## src/rtl/fp32_mult_seq.sv

```systemverilog
// rtl/fp32_mult_seq.sv - sequential shift-add IEEE-754 single multiplier, enable/done handshake
// Optional build macro: FP32_MULT_ROUND_NEAREST_EN (round-to-nearest-even; default truncates)
module fp32_mult_seq #(
    parameter int ITER_BITS = 1
) (
    input  logic        clk,
    input  logic        reset_n,
    input  logic        enable,
    input  logic [31:0] dataa,
    input  logic [31:0] datab,
    output logic [31:0] result,
    output logic        done
);

    localparam int N_ITER = 24 / ITER_BITS;
    localparam int CW     = 5;

    generate
        if (!(ITER_BITS == 1 || ITER_BITS == 2 || ITER_BITS == 4 || ITER_BITS == 8)) begin : g_bad_iter
            $error("fp32_mult_seq: ITER_BITS must be 1, 2, 4 or 8");
        end
    endgenerate

    typedef enum logic [2:0] {
        S_IDLE,
        S_UNPACK,
        S_MULT,
        S_NORM,
        S_ROUND,
        S_DONE
    } state_t;

    state_t             state;
    logic [31:0]        a_r;
    logic [31:0]        b_r;
    logic               sign_r;
    logic signed [9:0]  exp_r;
    logic [47:0]        ma_sh;
    logic [23:0]        mb_r;
    logic [47:0]        acc;
    logic [CW-1:0]      cnt;
    logic [31:0]        res_r;

    logic [7:0]  ea, eb;
    logic        a_zero, b_zero, a_inf, b_inf, a_nan, b_nan, sgn;
    logic [47:0] pp;
    logic [24:0] mant_rnd;
    logic signed [9:0] exp_rnd;
    logic [22:0] frac_fin;

    always_comb begin
        ea     = a_r[30:23];
        eb     = b_r[30:23];
        a_zero = (ea == 8'h00);
        b_zero = (eb == 8'h00);
        a_inf  = (ea == 8'hFF) && (a_r[22:0] == 23'd0);
        b_inf  = (eb == 8'hFF) && (b_r[22:0] == 23'd0);
        a_nan  = (ea == 8'hFF) && (a_r[22:0] != 23'd0);
        b_nan  = (eb == 8'hFF) && (b_r[22:0] != 23'd0);
        sgn    = a_r[31] ^ b_r[31];
    end

    // Partial product of the low ITER_BITS multiplier bits against the pre-shifted multiplicand
    always_comb begin
        pp = '0;
        for (int i = 0; i < ITER_BITS; i++) begin
            if (mb_r[i]) begin
                pp = pp + (ma_sh << i);
            end
        end
    end

    always_comb begin
`ifdef FP32_MULT_ROUND_NEAREST_EN
        mant_rnd = {1'b0, acc[46:23]}
                 + {24'd0, acc[22] & (acc[21] | (|acc[20:0]) | acc[23])};
`else
        mant_rnd = {1'b0, acc[46:23]};
`endif
        exp_rnd  = mant_rnd[24] ? (exp_r + 10'sd1) : exp_r;
        frac_fin = mant_rnd[24] ? mant_rnd[23:1] : mant_rnd[22:0];
    end

    always_ff @(posedge clk) begin
        if (!reset_n) begin
            state  <= S_IDLE;
            done   <= 1'b0;
            result <= 32'h0000_0000;
            a_r    <= '0;
            b_r    <= '0;
            sign_r <= 1'b0;
            exp_r  <= '0;
            ma_sh  <= '0;
            mb_r   <= '0;
            acc    <= '0;
            cnt    <= '0;
            res_r  <= '0;
        end else begin
            case (state)
                S_IDLE: begin
                    if (enable) begin
                        a_r   <= dataa;
                        b_r   <= datab;
                        state <= S_UNPACK;
                    end
                end
                S_UNPACK: begin
                    sign_r <= sgn;
                    if (!enable) begin
                        state <= S_IDLE;
                    end else if (a_nan || b_nan || ((a_inf || b_inf) && (a_zero || b_zero))) begin
                        res_r <= 32'h7FC0_0000;
                        state <= S_DONE;
                    end else if (a_inf || b_inf) begin
                        res_r <= {sgn, 8'hFF, 23'd0};
                        state <= S_DONE;
                    end else if (a_zero || b_zero) begin
                        res_r <= {sgn, 31'd0};
                        state <= S_DONE;
                    end else begin
                        ma_sh <= {24'd0, 1'b1, a_r[22:0]};
                        mb_r  <= {1'b1, b_r[22:0]};
                        exp_r <= $signed({2'b00, ea}) + $signed({2'b00, eb}) - 10'sd127;
                        acc   <= '0;
                        cnt   <= '0;
                        state <= S_MULT;
                    end
                end
                S_MULT: begin
                    if (!enable) begin
                        state <= S_IDLE;
                    end else begin
                        acc   <= acc + pp;
                        ma_sh <= ma_sh << ITER_BITS;
                        mb_r  <= mb_r >> ITER_BITS;
                        cnt   <= cnt + 1'b1;
                        if (cnt == CW'(N_ITER - 1)) begin
                            state <= S_NORM;
                        end
                    end
                end
                S_NORM: begin
                    if (!enable) begin
                        state <= S_IDLE;
                    end else begin
                        // Keep the dropped bit alive in the sticky position
                        if (acc[47]) begin
                            acc   <= {1'b0, acc[47:2], acc[1] | acc[0]};
                            exp_r <= exp_r + 10'sd1;
                        end
                        state <= S_ROUND;
                    end
                end
                S_ROUND: begin
                    if (!enable) begin
                        state <= S_IDLE;
                    end else begin
                        if (exp_rnd >= 10'sd255) begin
                            res_r <= {sign_r, 8'hFF, 23'd0};
                        end else if (exp_rnd <= 10'sd0) begin
                            res_r <= {sign_r, 31'd0};
                        end else begin
                            res_r <= {sign_r, exp_rnd[7:0], frac_fin};
                        end
                        state <= S_DONE;
                    end
                end
                S_DONE: begin
                    if (!enable) begin
                        done  <= 1'b0;
                        state <= S_IDLE;
                    end else if (!done) begin
                        done   <= 1'b1;
                        result <= res_r;
                    end
                end
                default: state <= S_IDLE;
            endcase
        end
    end

endmodule
```

## config.mk

```make
export PLATFORM = sky130hd
export DESIGN_NAME = fp32_mult_seq
export DESIGN_NICKNAME = d
export VERILOG_FILES = /design/src/rtl/fp32_mult_seq.sv
export SDC_FILE = /design/constraint.sdc
export NUM_CORES = 1
export LEC_CHECK = 0
export BUFFER_PORTS_ARGS = -buffer_cell sky130_fd_sc_hd__buf_4
export CAP_MARGIN = 20
export CORE_ASPECT_RATIO = 1.1
export CORE_UTILIZATION = 35
export DETAILED_ROUTE_END_ITERATION = 16
export GPL_TIMING_DRIVEN = 0
export PLACE_DENSITY_LB_ADDON = 0.12
export SLEW_MARGIN = 0
export SYNTH_ARGS = -nofsm -noshare
export SYNTH_HDL_FRONTEND = slang
export SYNTH_SLANG_ARGS = --single-unit
```

## constraint.sdc

```tcl
create_clock -name clk -period 3.31 [get_ports clk]
set_input_delay 0.4965 -clock clk [delete_from_list [all_inputs] [get_ports clk]]
set_output_delay 0.4965 -clock clk [all_outputs]
set_load 0.02 [all_outputs]
```

## Yosys cells after proc, flatten, opt, wreduce, memory -nomap -nowiden

Index checks and enable logic that the tools add are counted.

| cells by class | value |
|---|---|
| magnitude comparators | 2 |
| reduce and logical (&&, ||, !) cells | 28 |
| bitwise gates (word level) | 3 |
| equality and inequality tests | 20 |
| mux-type cells | 54 |
| add/subtract/negate cells | 5 |

Operators with widths:

| operator | count |
|---|---|
| 48-bit 2-to-1 mux | 12 |
| 32-bit 2-to-1 mux | 5 |
| 48-bit one-hot mux with 3 select lines | 1 |
| 24-bit 2-to-1 mux | 5 |
| 48-bit one-hot mux with 2 select lines | 1 |
| 32-bit one-hot mux with 2 select lines | 1 |
| 31-bit 2-to-1 mux | 2 |
| 10-bit 2-to-1 mux | 6 |
| 48-bit adder | 1 |
| 24-bit one-hot mux with 2 select lines | 1 |
| 47-bit 2-to-1 mux | 1 |
| 23-bit logical NOT | 2 |
| 23-bit nonzero test | 2 |
| 3-bit 2-to-1 mux | 10 |
| 5-bit 2-to-1 mux | 5 |
| 2-bit inequality test (second input constant) | 10 |
| 10-bit one-hot mux with 2 select lines | 1 |
| 3-bit one-hot mux with 6 select lines | 1 |
| 8-bit equality test (second input constant) | 2 |
| 8-bit logical NOT | 2 |
| 7-bit AND reduction | 2 |
| 10-bit by 2-bit adder with 10-bit output (second input constant) | 1 |
| 10-bit by 9-bit >= comparator with 1-bit output (second input constant) | 1 |
| 10-bit by 1-bit <= comparator with 1-bit output (second input constant) | 1 |
| other kinds (24) | 36 |

| storage, ports and cells | value |
|---|---|
| input bits | 67 |
| bits in registers | 268 |
| word-level logic and storage cells | 125 |
| output and inout bits | 33 |

## Longest topological paths before layout

Gate-level depths: netlist of the first run.

| depth | value |
|---|---|
| word-level depth | 8 |
| mapped depth | 15 |
| gate-level depth less buffers | 14 |

## Least setup slack after synthesis of the first run

No wires, ideal clock.

| timing | value |
|---|---|
| path type | register -> register |
| from | reg mb_r[0] |
| to | reg acc[30] |
| path buffers | 1 |
| data arrival time | 2.946 ns |
| path slack | 0.241 ns |
| data required time | 3.187 ns |
| library setup time | 0.123 ns |
| clock period less this slack | 3.069 ns |
| stages on the path, launching flop included | 16 |
| path through | dfxtp_1 > clkbuf_1 > and2_1 > ha_1 > inv_1 > fa_1 > nor2b_1 > o21a_1 > o211a_1 > o21ai_1 > o21ai_1 > a31oi_1 > o311ai_1 > xor2_1 > a221oi_1 > nor2_1 |

| on the way | value |
|---|---|
| longest elaborated chain between the ends | 4 |

RTL lines:

| element | line | RTL |
|---|---|---|
| from (decl) | 39 | `logic [23:0] mb_r;` |
| from (signal assigned) | 122 | `mb_r <= {1'b1, b_r[22:0]};` |
| from (signal assigned) | 135 | `mb_r <= mb_r >> ITER_BITS;` |
| 48-bit 2-to-1 mux | 67 | `if (mb_r[i]) begin` |
| 48-bit adder | 133 | `acc <= acc + pp;` |
| 48-bit 2-to-1 mux | 130 | `if (!enable) begin` |
| 48-bit one-hot mux with 3 select lines | 99 | `case (state)` |
| to (signal assigned) | 133 |  |
| to (signal assigned) | 148 | `acc <= {1'b0, acc[47:2], acc[1] \| acc[0]};` |
| to (decl) | 40 | `logic [47:0] acc;` |

Every way passes these cells. The select of a mux whose other input is x is not followed.
A chain may end at the register's enable or synchronous reset.

## Worst setup path after layout of the first run

| timing | value |
|---|---|
| from | reg mb_r[0] |
| to | reg acc[47] |

The elaborated chain is that of the path after synthesis.

==> flow_metrics.py, run 1 <==
metrics = {
    "yosys": {
        "synth_ff_type": "dfxtp_1",
        "syn-num-nets": 1922,
        "yosysWarnings": 0,
        "synth.avg_cell_area_sq_um": 8.09,
        "synth_edf_count": 0,
        "synthArstFlopShare_pct": 0,
        "yosysSeqAreaShare_pct": 37.1,
        "synth_area_sq_um": 14500,
        "syn_inst": 1788,
        "ys_seq_elements": 268,
        "ys_types": 74,
    },
    "critical_path": {
        "cp_slowest_cell": "a311oi_4",
        "reg2reg_depth": 14,
        "required_ns": 3.81,
        "path_cells": "buf_8 -> buf_6 -> and2_1 -> ha_1 -> buf_6 -> and4_4 -> and2_4 -> a311oi_4 -> a41oi_4 -> a41oi_4 -> o31ai_4 -> a211oi_2 -> xnor2_2 -> o31ai_2",
        "endpoint_kind": "flip-flop",
        "critPathLaunchType": "flip-flop",
        "path_class": "flip-flop to flip-flop",
        "path_delay_family": "compound AO/OA/AOI/OAI gates",
        "slowest_delay_ns": 0.37,
        "cp_max_fo": 10,
        "path_depth": 14,
        "arrival_ns": 3.76,
        "path_buf_inv": 3,
    },
    "routing": {
        "ant_nets": 0,
        "drt_first_pass_iters": 5,
        "drt_iter0_drc": 764,
        "wl_per_cell_microns": 17.8,
        "viasPerCell": 5.30,
        "drc": 0,
        "vias": 13100,
        "totalWireLength_microns": 44000,
    },
    "layout": {
        "drive_above_1_share_pct": 12.8,
        "synthToLayoutAreaGrowth_pct": 19.0,
        "nets": 2061,
        "instances_no_fill": 2464,
        "fill_cells": 4203,
        "post-route-util_pct": 42.5,
    },
    "floorplan": {
        "rows": 77,
        "start_util_pct": 35.7,
        "core_area_sq_um": 40500,
        "die_w_microns": 196,
        "io_pins": 100,
        "dieArea_sq_um": 42100,
        "die_h_microns": 215,
    },
    "sta": {
        "rsz0062_at_grt": "false",
        "relSlewSlack_pct": 37.9,
        "hold_viol_final": 0,
        "period_minus_slack_ns": 3.26,
        "drv_slew": 0,
        "skew_ns": 0.0118,
        "max_freq_mhz": 307,
        "fin_crit_sh_pct": 98.5,
        "worstMarginPinSlew_ns": 0.932,
        "setup_viol_count_final": 0,
    },
    "placement": {
        "placed_cells": 2401,
        "io_buffers": 99,
        "hpwlAfterDp_microns": 33300,
        "gp_congestion": 0.932,
    },
    "status": {
        "status": "finished clean",
    },
    "global_routing": {
        "antenna_found_initial": 0,
        "gr-max-usage-layer": "met2",
        "overflow": 0,
        "grt_use_met1_pct": 27.8,
        "grt_util_met3_pct": 1.99,
        "grtUsageMet2_pct": 34.4,
        "grt_pass1_wl_microns": 69500,
        "grtUsageTotal_pct": 20.6,
        "grt_max_degree": 16,
        "grt_pass1_vias": 12600,
    },
    "pwr": {
        "p_sw_w": 0.00211,
        "leakage_nw": 7.37,
        "p_per_area_nw_per_um2": 461,
        "sw_frac_of_total_pct": 26.6,
        "p_clk_share_pct": 43.7,
        "p_int_w": 0.00582,
        "combPwrFrac_pct": 11.8,
        "pwr-share-seq_pct": 44.5,
        "peakVddDrop_mv": 0.356,
    },
    "flow_run": {
        "cap_viol_max_count": 0,
    },
    "clock_tree": {
        "cts_tree": "built",
        "clk_pin_slew_ns": 0.06,
        "numCtsBuffers": 31,
        "cts_root_buffer": "clkbuf_16",
        "clock_path_buffers": 3,
        "insertion_delay_ns": 0.58,
        "cts_sinks": 268,
        "htreeDepth": 1,
    },
    "min_path": {
        "worstHoldPathCells": 3,
        "hold_path_class": "input pin to flip-flop",
    },
}
==> cell type report <==
cell class	instances	area (sq um)	share of cell area [%]
diodes	1	2.50	0.0145
plain buffers	121	520	3.02
clock buffers	47	926	5.38
clock inverters	9	104	0.603
inverters	31	116	0.676
multi-input cells	1364	8700	50.6
flip-flops and latches	268	5370	31.2
well taps	513	642	3.73
repair buffers	110	826	4.80
==> cells in the final DEF, fill, tap and decap left out, types with 15 or more instances in the layout <==
cell       count
nand2_1      373
dfxtp_1      267
nor2_1       125
a21boi_0     119
buf_4        110
clkbuf_1      96
nand3_1       77
a21oi_1       72
o211a_1       60
ha_1          55
and2_1        53
o21ai_0       51
xnor2_1       32
inv_1         31
a221oi_1      31
clkbuf_16     31
a21o_1        30
mux2i_1       27
nor3b_1       22
buf_2         21
nand4_1       21
xor2_1        19
nor4_1        15
==> kinds of logic after synthesis <==
logic type / count (synthesis) / share of synthesized area [%]
simple gates: 745 / 23.2
compound gates: 471 / 24.3
flops: 268 / 37.1
buf+inv: 156 / 4.33
fa+ha+maj: 67 / 5.90
xor+xnor: 54 / 3.27
mux: 27 / 1.87
==> what timing repair did <==
item	CTS	global route
hold buffers	0	0
resized for setup	23	38
endpoints found under the setup margin	43	47
endpoints found under the hold margin	0	0
setup buffers	6	4
pin swaps	12	14
gates cloned	0	0
==> power groups by stage <==
stage               registers (W)  clock network (W)  logic (W)
global route              0.00355            0.00371    0.00105
CTS                       0.00353            0.00356   0.000932
detailed placement        0.00360                  0   0.000920
finish                    0.00353            0.00347   0.000936
global placement          0.00359                  0   0.000911
floorplan                 0.00354                  0   0.000630
==> metrics by stage <==
stage / hold WS (ns) / setup TNS, ns / cell area [sq um] / total power, W / setup WS [ns]
6_report: 0.172 / 0 / 17200 / 0.00793 / 0.0503
5_1_grt: 0.160 / 0 / 17200 / 0.00831 / 0.00566
4_1_cts: 0.149 / 0 / 17000 / 0.00802 / 0.00705
3_5_place_dp: 0.458 / -9.71 / 15900 / 0.00452 / -0.576
3_3_place_gp: 0.451 / -10.69 / 15800 / 0.00450 / -0.592
2_1_floorplan: 0.431 / 0 / 14500 / 0.00416 / 0.241
==> per-layer routing <==
| layer | up-vias | share of wire [%] | wire [microns] |
|---|---|---|---|
| met4 | 0 | 2.8 | 1220 |
| li1 | 6580 | - | - |
| met5 | - | 0 | 0 |
| met2 | 268 | 47 | 20500 |
| met3 | 63 | 3.7 | 1620 |
| met1 | 6144 | 47 | 20600 |
==> worst min-delay path, cell delays in order <==
cell	delay (ns)
buf_4	0.11
nand2_1	0.04
a21boi_0	0.06
==> synth_stat cells, types with 5 or more instances <==
| master | number | area share [%] |
|---|---|---|
| a211oi_1 | 5 | 0.26 |
| a21boi_0 | 120 | 6.2 |
| a21o_1 | 30 | 1.6 |
| a21oi_1 | 79 | 2.7 |
| a221oi_1 | 34 | 2.1 |
| a31oi_1 | 6 | 0.26 |
| and2_1 | 54 | 2.3 |
| and3_1 | 6 | 0.26 |
| buf_2 | 20 | 0.69 |
| clkbuf_1 | 99 | 2.6 |
| dfxtp_1 | 268 | 37 |
| ha_1 | 65 | 5.6 |
| inv_1 | 31 | 0.80 |
| mux2i_1 | 27 | 1.9 |
| nand2_1 | 374 | 9.7 |
| nand2b_1 | 6 | 0.26 |
| nand3_1 | 77 | 2.7 |
| nand4_1 | 21 | 0.91 |
| nor2_1 | 126 | 3.3 |
| nor2b_1 | 8 | 0.35 |
| nor3_1 | 13 | 0.45 |
| nor3b_1 | 22 | 1.1 |
| nor4_1 | 16 | 0.69 |
| o211a_1 | 60 | 4.2 |
| o21a_1 | 7 | 0.36 |
| o21ai_0 | 52 | 1.8 |
| o21ai_1 | 14 | 0.48 |
| o21bai_1 | 8 | 0.42 |
| o22ai_1 | 13 | 0.56 |
| or3_1 | 5 | 0.22 |
| xnor2_1 | 35 | 2.1 |
| xor2_1 | 19 | 1.2 |
==> worst paths after layout <==
check / start / slack, ns / to
worst max-delay path: mb_r[0]$_SDFFE_PN0P_ / 0.05 / acc[47]$_SDFFE_PN0P_
worst min-delay path: datab[26] / 0.17 / b_r[26]$_SDFFE_PN0P_
worst max register to register: mb_r[0]$_SDFFE_PN0P_ / 0.05 / acc[47]$_SDFFE_PN0P_
worst min register to register: res_r[9]$_SDFFE_PN0P_ / 0.46 / res_r[9]$_SDFFE_PN0P_
==> sequential cells by signal, indices dropped and copies added, names as in the netlist <==
name	flops
cnt	5
done	1
b_r	32
mb_r	24
res_r	32
result	32
state	3
sign_r	1
ma_sh	48
a_r	32
acc	48
exp_r	10
(Power assumes the default switching activity.)
==> run 2: changes to the inputs <==
--- a/config.mk
+++ b/config.mk
@@ -9,9 +9,11 @@
 export CAP_MARGIN = 20
 export CORE_ASPECT_RATIO = 1.1
 export CORE_UTILIZATION = 35
+export CTS_BUF_LIST = sky130_fd_sc_hd__clkbuf_4
 export DETAILED_ROUTE_END_ITERATION = 16
 export GPL_TIMING_DRIVEN = 0
 export PLACE_DENSITY_LB_ADDON = 0.12
+export RECOVER_POWER = 100
 export SLEW_MARGIN = 0
 export SYNTH_ARGS = -nofsm -noshare
 export SYNTH_HDL_FRONTEND = slang
==> flow_metrics.py, run 2 (synthesis gave the netlist of run 1 again) <==
metrics = {
    "status": {
        "status": "finished clean",
    },
    "critical_path": {
        "r2r_end": "acc[47]$_SDFFE_PN0P_",
        "path_buf_inv": 3,
        "required_ns": 3.94,
        "critPathLaunchType": "flip-flop",
        "slowest_delay_ns": 0.37,
        "path_class": "flip-flop to flip-flop",
        "endpoint_kind": "flip-flop",
        "cp_max_fo": 10,
        "r2r_slack_ns": 0.04,
        "r2r-start": "mb_r[0]$_SDFFE_PN0P_",
        "path_cells": "buf_6 -> buf_6 -> and2_1 -> ha_1 -> buf_6 -> and4_4 -> and2_4 -> a311oi_4 -> a41oi_4 -> a41oi_4 -> o31ai_4 -> a211oi_2 -> xnor2_2 -> o31ai_2",
        "arrival_ns": 3.90,
        "path_delay_family": "compound AO/OA/AOI/OAI gates",
        "cp_slowest_cell": "a311oi_4",
        "cp_common_cell": "buf_6",
        "reg2reg_depth": 14,
    },
    "clock_tree": {
        "clk_pin_slew_ns": 0.07,
        "insertion_delay_ns": 0.78,
        "cts_sinks": 268,
        "htreeDepth": 3,
        "cts_tree": "built",
        "numCtsBuffers": 78,
        "clock_path_buffers": 3,
        "cts_root_buffer": "clkbuf_4",
    },
    "sta": {
        "relSlewSlack_pct": 38.5,
        "period_minus_slack_ns": 3.27,
        "drv_slew": 0,
        "hold_viol_final": 0,
        "worstMarginPinSlew_ns": 0.922,
        "max_freq_mhz": 306,
        "fin_crit_sh_pct": 98.7,
        "skew_ns": 0.0522,
        "hold_ws_ns": 0.294,
        "setup_viol_count_final": 0,
        "worst_slack_ns": 0.0423,
    },
    "min_path": {
        "hold_start": "enable",
        "hold_path_class": "input pin to flip-flop",
        "min_to": "mb_r[23]$_SDFFE_PN0P_",
        "worstHoldPathCells": 4,
    },
    "layout": {
        "final_common_cell": "nand2_1",
        "post-route-util_pct": 43.5,
        "instances_no_fill": 2597,
        "nets": 2170,
        "drive_above_1_share_pct": 13.4,
        "final_cell_mix": "nand2_1 (373), dfxtp_1 (267), clkbuf_1 (131)",
        "largestRegisters": "acc x48, ma_sh x48",
        "synthToLayoutAreaGrowth_pct": 21.9,
    },
    "placement": {
        "placed_cells": 2401,
        "gp_congestion": 0.932,
        "hpwlAfterDp_microns": 33300,
        "dp_worst_setup_slack_ns": -0.576,
        "io_buffers": 99,
    },
    "pwr": {
        "p_per_area_nw_per_um2": 429,
        "combPwrFrac_pct": 13.1,
        "pwr-share-seq_pct": 46.6,
        "p_sw_w": 0.00218,
        "sw_frac_of_total_pct": 28.8,
        "total_power_w": 0.00757,
        "p_clk_share_pct": 40.2,
        "p_int_w": 0.00539,
        "leakage_nw": 7.48,
        "peakVddDrop_mv": 0.244,
    },
    "floorplan": {
        "rows": 77,
        "start_util_pct": 35.7,
        "io_pins": 100,
        "dieArea_sq_um": 42100,
        "core_area_sq_um": 40500,
        "die_h_microns": 215,
        "die_w_microns": 196,
    },
    "flow_run": {
        "cap_viol_max_count": 0,
    },
    "routing": {
        "drc": 0,
        "totalWireLength_microns": 45100,
        "drt_first_pass_iters": 5,
        "drt_iter0_drc": 814,
        "vias": 13600,
        "viasPerCell": 5.25,
        "wl_per_cell_microns": 17.4,
        "ant_nets": 0,
    },
    "global_routing": {
        "grt_pass1_vias": 13200,
        "grt_pass1_wl_microns": 71300,
        "overflow": 0,
        "grtUsageTotal_pct": 21.4,
        "antenna_found_initial": 1,
        "grt_max_degree": 12,
    },
}
==> run 2: stage by stage <==
step           cell area, sq um  TNS [ns]
6_report                  17600         0
5_1_grt                   17600  -0.00726
4_1_cts                   17600  -0.00915
3_5_place_dp              15900     -9.71
3_3_place_gp              15800    -10.69
2_1_floorplan             14500         0
==> run 2: final cells by class <==
class	instances	area, sq um
sequential	268	5370
inverter	31	116
tap	513	642
fill	4233	22800
antenna	2	5.00
multi-input combinational	1364	8730
clock buffer	110	826
clock inverter	16	97.6
buffer	121	509
timing repair buffer	172	1320
==> run 2: per-layer routing <==
| layer | share of wire (%) | up-vias | wire, microns | track usage, % |
|---|---|---|---|---|
| li1 | - | 6843 | - | - |
| met1 | 46 | 6457 | 20900 | 27.5 |
| met2 | 47 | 273 | 21300 | 35.3 |
| met3 | 3.5 | 65 | 1570 | 3.26 |
| met4 | 3.0 | 0 | 1340 | 9.77 |
| met5 | 0 | - | 0 | 0 |
==> run 2: worst max path at each step <==
stage                              start                   end  slack [ns]  cells past startpoint
floorplan           mb_r[0]$_SDFFE_PN0P_  acc[30]$_SDFFE_PN0P_        0.24                     15
global placement    mb_r[0]$_SDFFE_PN0P_  acc[47]$_SDFFE_PN0P_       -0.59                     15
detailed placement  mb_r[0]$_SDFFE_PN0P_  acc[47]$_SDFFE_PN0P_       -0.58                     15
CTS                 mb_r[0]$_SDFFE_PN0P_  acc[47]$_SDFFE_PN0P_      -0.009                     14
global route        mb_r[0]$_SDFFE_PN0P_  acc[31]$_SDFFE_PN0P_      -0.007                     15
finish              mb_r[0]$_SDFFE_PN0P_  acc[47]$_SDFFE_PN0P_        0.04                     14
==> run 2: repair_timing <==
item,in CTS,in global routing
pin swaps,11,13
buffers inserted,5,3
endpoints found under the hold margin,64,0
resized for setup,29,36
hold buffers,64,0
setup endpoints to repair,44,44
==> run 2: power groups by stage <==
stage | clock, W | sequential [W] | combinational, W
5_1_grt | 0.00334 | 0.00355 | 0.00111
4_1_cts | 0.00315 | 0.00353 | 0.000993
3_5_place_dp | 0 | 0.00360 | 0.000920
2_1_floorplan | 0 | 0.00354 | 0.000630
6_report | 0.00304 | 0.00353 | 0.000995
3_3_place_gp | 0 | 0.00359 | 0.000911
==> run 2: worst min-delay path, cell delays in order <==
cell      delay [ns]
buf_4           0.12
nand2_1         0.09
or2_2           0.21
a21boi_0        0.10
==> run 3: changes to the inputs <==
--- a/config.mk
+++ b/config.mk
@@ -8,9 +8,11 @@
 export BUFFER_PORTS_ARGS = -buffer_cell sky130_fd_sc_hd__buf_4
 export CAP_MARGIN = 20
 export CORE_ASPECT_RATIO = 1.1
+export CORE_MARGIN = 1
 export CORE_UTILIZATION = 35
 export CTS_BUF_LIST = sky130_fd_sc_hd__clkbuf_4
 export DETAILED_ROUTE_END_ITERATION = 16
+export GPL_ROUTABILITY_DRIVEN = 0
 export GPL_TIMING_DRIVEN = 0
 export PLACE_DENSITY_LB_ADDON = 0.12
 export RECOVER_POWER = 100
==> constraint.sdc (replaced) <==
create_clock -name clk -period 3.31 [get_ports clk]
set_input_delay 0.1655 -clock clk [delete_from_list [all_inputs] [get_ports clk]]
set_output_delay 0.1655 -clock clk [all_outputs]
set_load 0.02 [all_outputs]
==> flow_metrics.py, run 3 (synthesis gave the netlist of run 1 again) <==
metrics = {
    "status": {
        "status": "finished clean",
    },
    "critical_path": {
        "arrival_ns": 3.85,
        "required_ns": 3.99,
        "critPathLaunchType": "flip-flop",
        "slowest_delay_ns": 0.38,
        "r2r_slack_ns": 0.15,
        "path_class": "flip-flop to flip-flop",
        "r2r-start": "mb_r[0]$_SDFFE_PN0P_",
        "cp_max_fo": 10,
        "startpoint": "mb_r[0]$_SDFFE_PN0P_",
        "critPathCapture": "acc[47]$_SDFFE_PN0P_",
        "reg2reg_depth": 14,
        "path_cells": "buf_8 -> buf_6 -> and2_4 -> ha_4 -> buf_6 -> and4_4 -> and2_4 -> a311oi_4 -> a41oi_4 -> a41oi_4 -> o31ai_4 -> a211oi_2 -> xnor2_2 -> o31ai_2",
        "cp_slowest_cell": "a311oi_4",
        "r2r_end": "acc[47]$_SDFFE_PN0P_",
        "endpoint_kind": "flip-flop",
    },
    "global_routing": {
        "grtUsageTotal_pct": 21.6,
        "gr-max-usage-layer": "met2",
        "overflow": 0,
        "grt_pass1_wl_microns": 72300,
        "grt_pass1_vias": 13200,
        "grt_use_met1_pct": 27.8,
        "grt_util_met3_pct": 3.55,
        "grtUsageMet2_pct": 35.1,
        "antenna_found_initial": 1,
        "grt_max_degree": 12,
    },
    "floorplan": {
        "dieArea_sq_um": 42100,
        "core_area_sq_um": 40500,
        "die_w_microns": 196,
        "die_h_microns": 215,
        "rows": 77,
        "io_pins": 100,
        "start_util_pct": 35.7,
    },
    "placement": {
        "postPlaceCellArea_sq_um": 15900,
        "hpwlAfterDp_microns": 33400,
        "io_buffers": 99,
        "placed_cells": 2401,
    },
    "routing": {
        "totalWireLength_microns": 45500,
        "wl_per_cell_microns": 17.4,
        "drc": 0,
        "drt_iter0_drc": 778,
        "viasPerCell": 5.22,
        "vias": 13600,
        "drt_first_pass_iters": 5,
        "ant_nets": 0,
    },
    "flow_run": {
        "cap_viol_max_count": 0,
    },
    "clock_tree": {
        "htreeDepth": 3,
        "clk_pin_slew_ns": 0.07,
        "insertion_delay_ns": 0.78,
        "cts_tree": "built",
        "cts_root_buffer": "clkbuf_4",
        "numCtsBuffers": 78,
        "clock_path_buffers": 3,
        "cts_sinks": 268,
    },
    "pwr": {
        "peakVddDrop_mv": 0.255,
        "leakage_nw": 7.59,
        "p_per_area_nw_per_um2": 439,
        "total_power_w": 0.00781,
    },
    "layout": {
        "post-route-util_pct": 44.0,
        "fill_cells": 4183,
        "largestRegisters": "acc x48, ma_sh x48",
        "final_cell_mix": "nand2_1 (373), dfxtp_1 (267), clkbuf_1 (130)",
        "synthToLayoutAreaGrowth_pct": 23.1,
        "design_area_sq_um": 17800,
        "final_common_cell": "nand2_1",
        "nets": 2179,
        "instances_no_fill": 2614,
        "drive_above_1_share_pct": 14.0,
    },
    "sta": {
        "max_freq_mhz": 316,
        "relSlewSlack_pct": 34.0,
        "fin_crit_sh_pct": 95.6,
        "worstMarginPinSlew_ns": 0.990,
        "hold_viol_final": 0,
        "skew_ns": 0.0403,
        "rsz0062_at_grt": "false",
        "drv_slew": 0,
        "setup_viol_count_final": 0,
        "period_minus_slack_ns": 3.16,
    },
    "min_path": {
        "hold_path_class": "input pin to flip-flop",
    },
}
[run 3: cell types whose count changed in the layout (fill, tap and decap cells not counted), moves of 3 or more]
cell | before | now
ha_4 | 7 | 11
clkbuf_4 | 112 | 122
clkbuf_2 | 10 | 5
buf_4 | 72 | 77
buf_2 | 8 | 15
and2_1 | 51 | 48
[run 3: cell type report]
cell class	instances	area [sq um]	area share, %
multi-input combinational	1364	8740	49.1
timing repair buffer	180	1390	7.80
buffer	122	524	2.95
clock inverter	16	120	0.675
inverter	31	116	0.654
antenna	1	2.50	0.0141
sequential	268	5370	30.2
tap	513	642	3.61
clock buffer	119	893	5.02
[run 3: worst min-delay path by stage]
stage	from	end	depth (start not counted)
CTS	dataa[12]	a_r[12]$_SDFFE_PN0P_	4
global route	datab[25]	b_r[25]$_SDFFE_PN0P_	4
floorplan	dataa[0]	a_r[0]$_SDFFE_PN0P_	2
detailed placement	dataa[12]	a_r[12]$_SDFFE_PN0P_	3
finish	dataa[15]	a_r[15]$_SDFFE_PN0P_	4
global placement	dataa[15]	a_r[15]$_SDFFE_PN0P_	3
[run 3: through the flow]
| step | hold slack, ns | TNS, ns | worst slack, ns |
|---|---|---|---|
| 2_1_floorplan | 0.310 | 0 | 0.241 |
| 3_3_place_gp | 0.429 | -10.55 | -0.585 |
| 3_5_place_dp | 0.435 | -10.79 | -0.582 |
| 4_1_cts | 0.133 | -0.0113 | -0.0113 |
| 5_1_grt | 0.200 | 0 | 0.000514 |
| 6_report | 0.196 | 0 | 0.146 |
[run 3: timing repair]
action	4_1_cts	5_1_grt
setup endpoints to repair	53	59
gates resized for setup	31	33
hold endpoints to repair	82	0
buffers inserted	6	8
pin swaps	9	13
hold buffers	66	0
[run 3: per-layer routing]
layer | share of wire [%] | wire length (microns) | vias up
li1 | - | - | 6843
met1 | 46 | 20800 | 6367
met2 | 46 | 20900 | 330
met3 | 4.5 | 2060 | 101
met4 | 3.9 | 1760 | 0
met5 | 0 | 0 | -
[run 3: worst max-delay path, delay by kind of cell (launching register included)]
| family | cells | cell delay, ns |
|---|---|---|
| adder cells (fa/ha/maj) | 1 | 0.23 |
| AND/OR/NAND/NOR | 3 | 0.52 |
| XOR/XNOR | 1 | 0.14 |
| AO/OA/AOI/OAI | 6 | 1.49 |
| flip-flops | 1 | 0.34 |
| buffers and inverters | 3 | 0.38 |
[run 3: report_power, final]
part           internal (W)  switching (W)  total [W]
registers           0.00338       0.000154    0.00353
logic              0.000435       0.000576    0.00101
clock network       0.00178        0.00149    0.00327
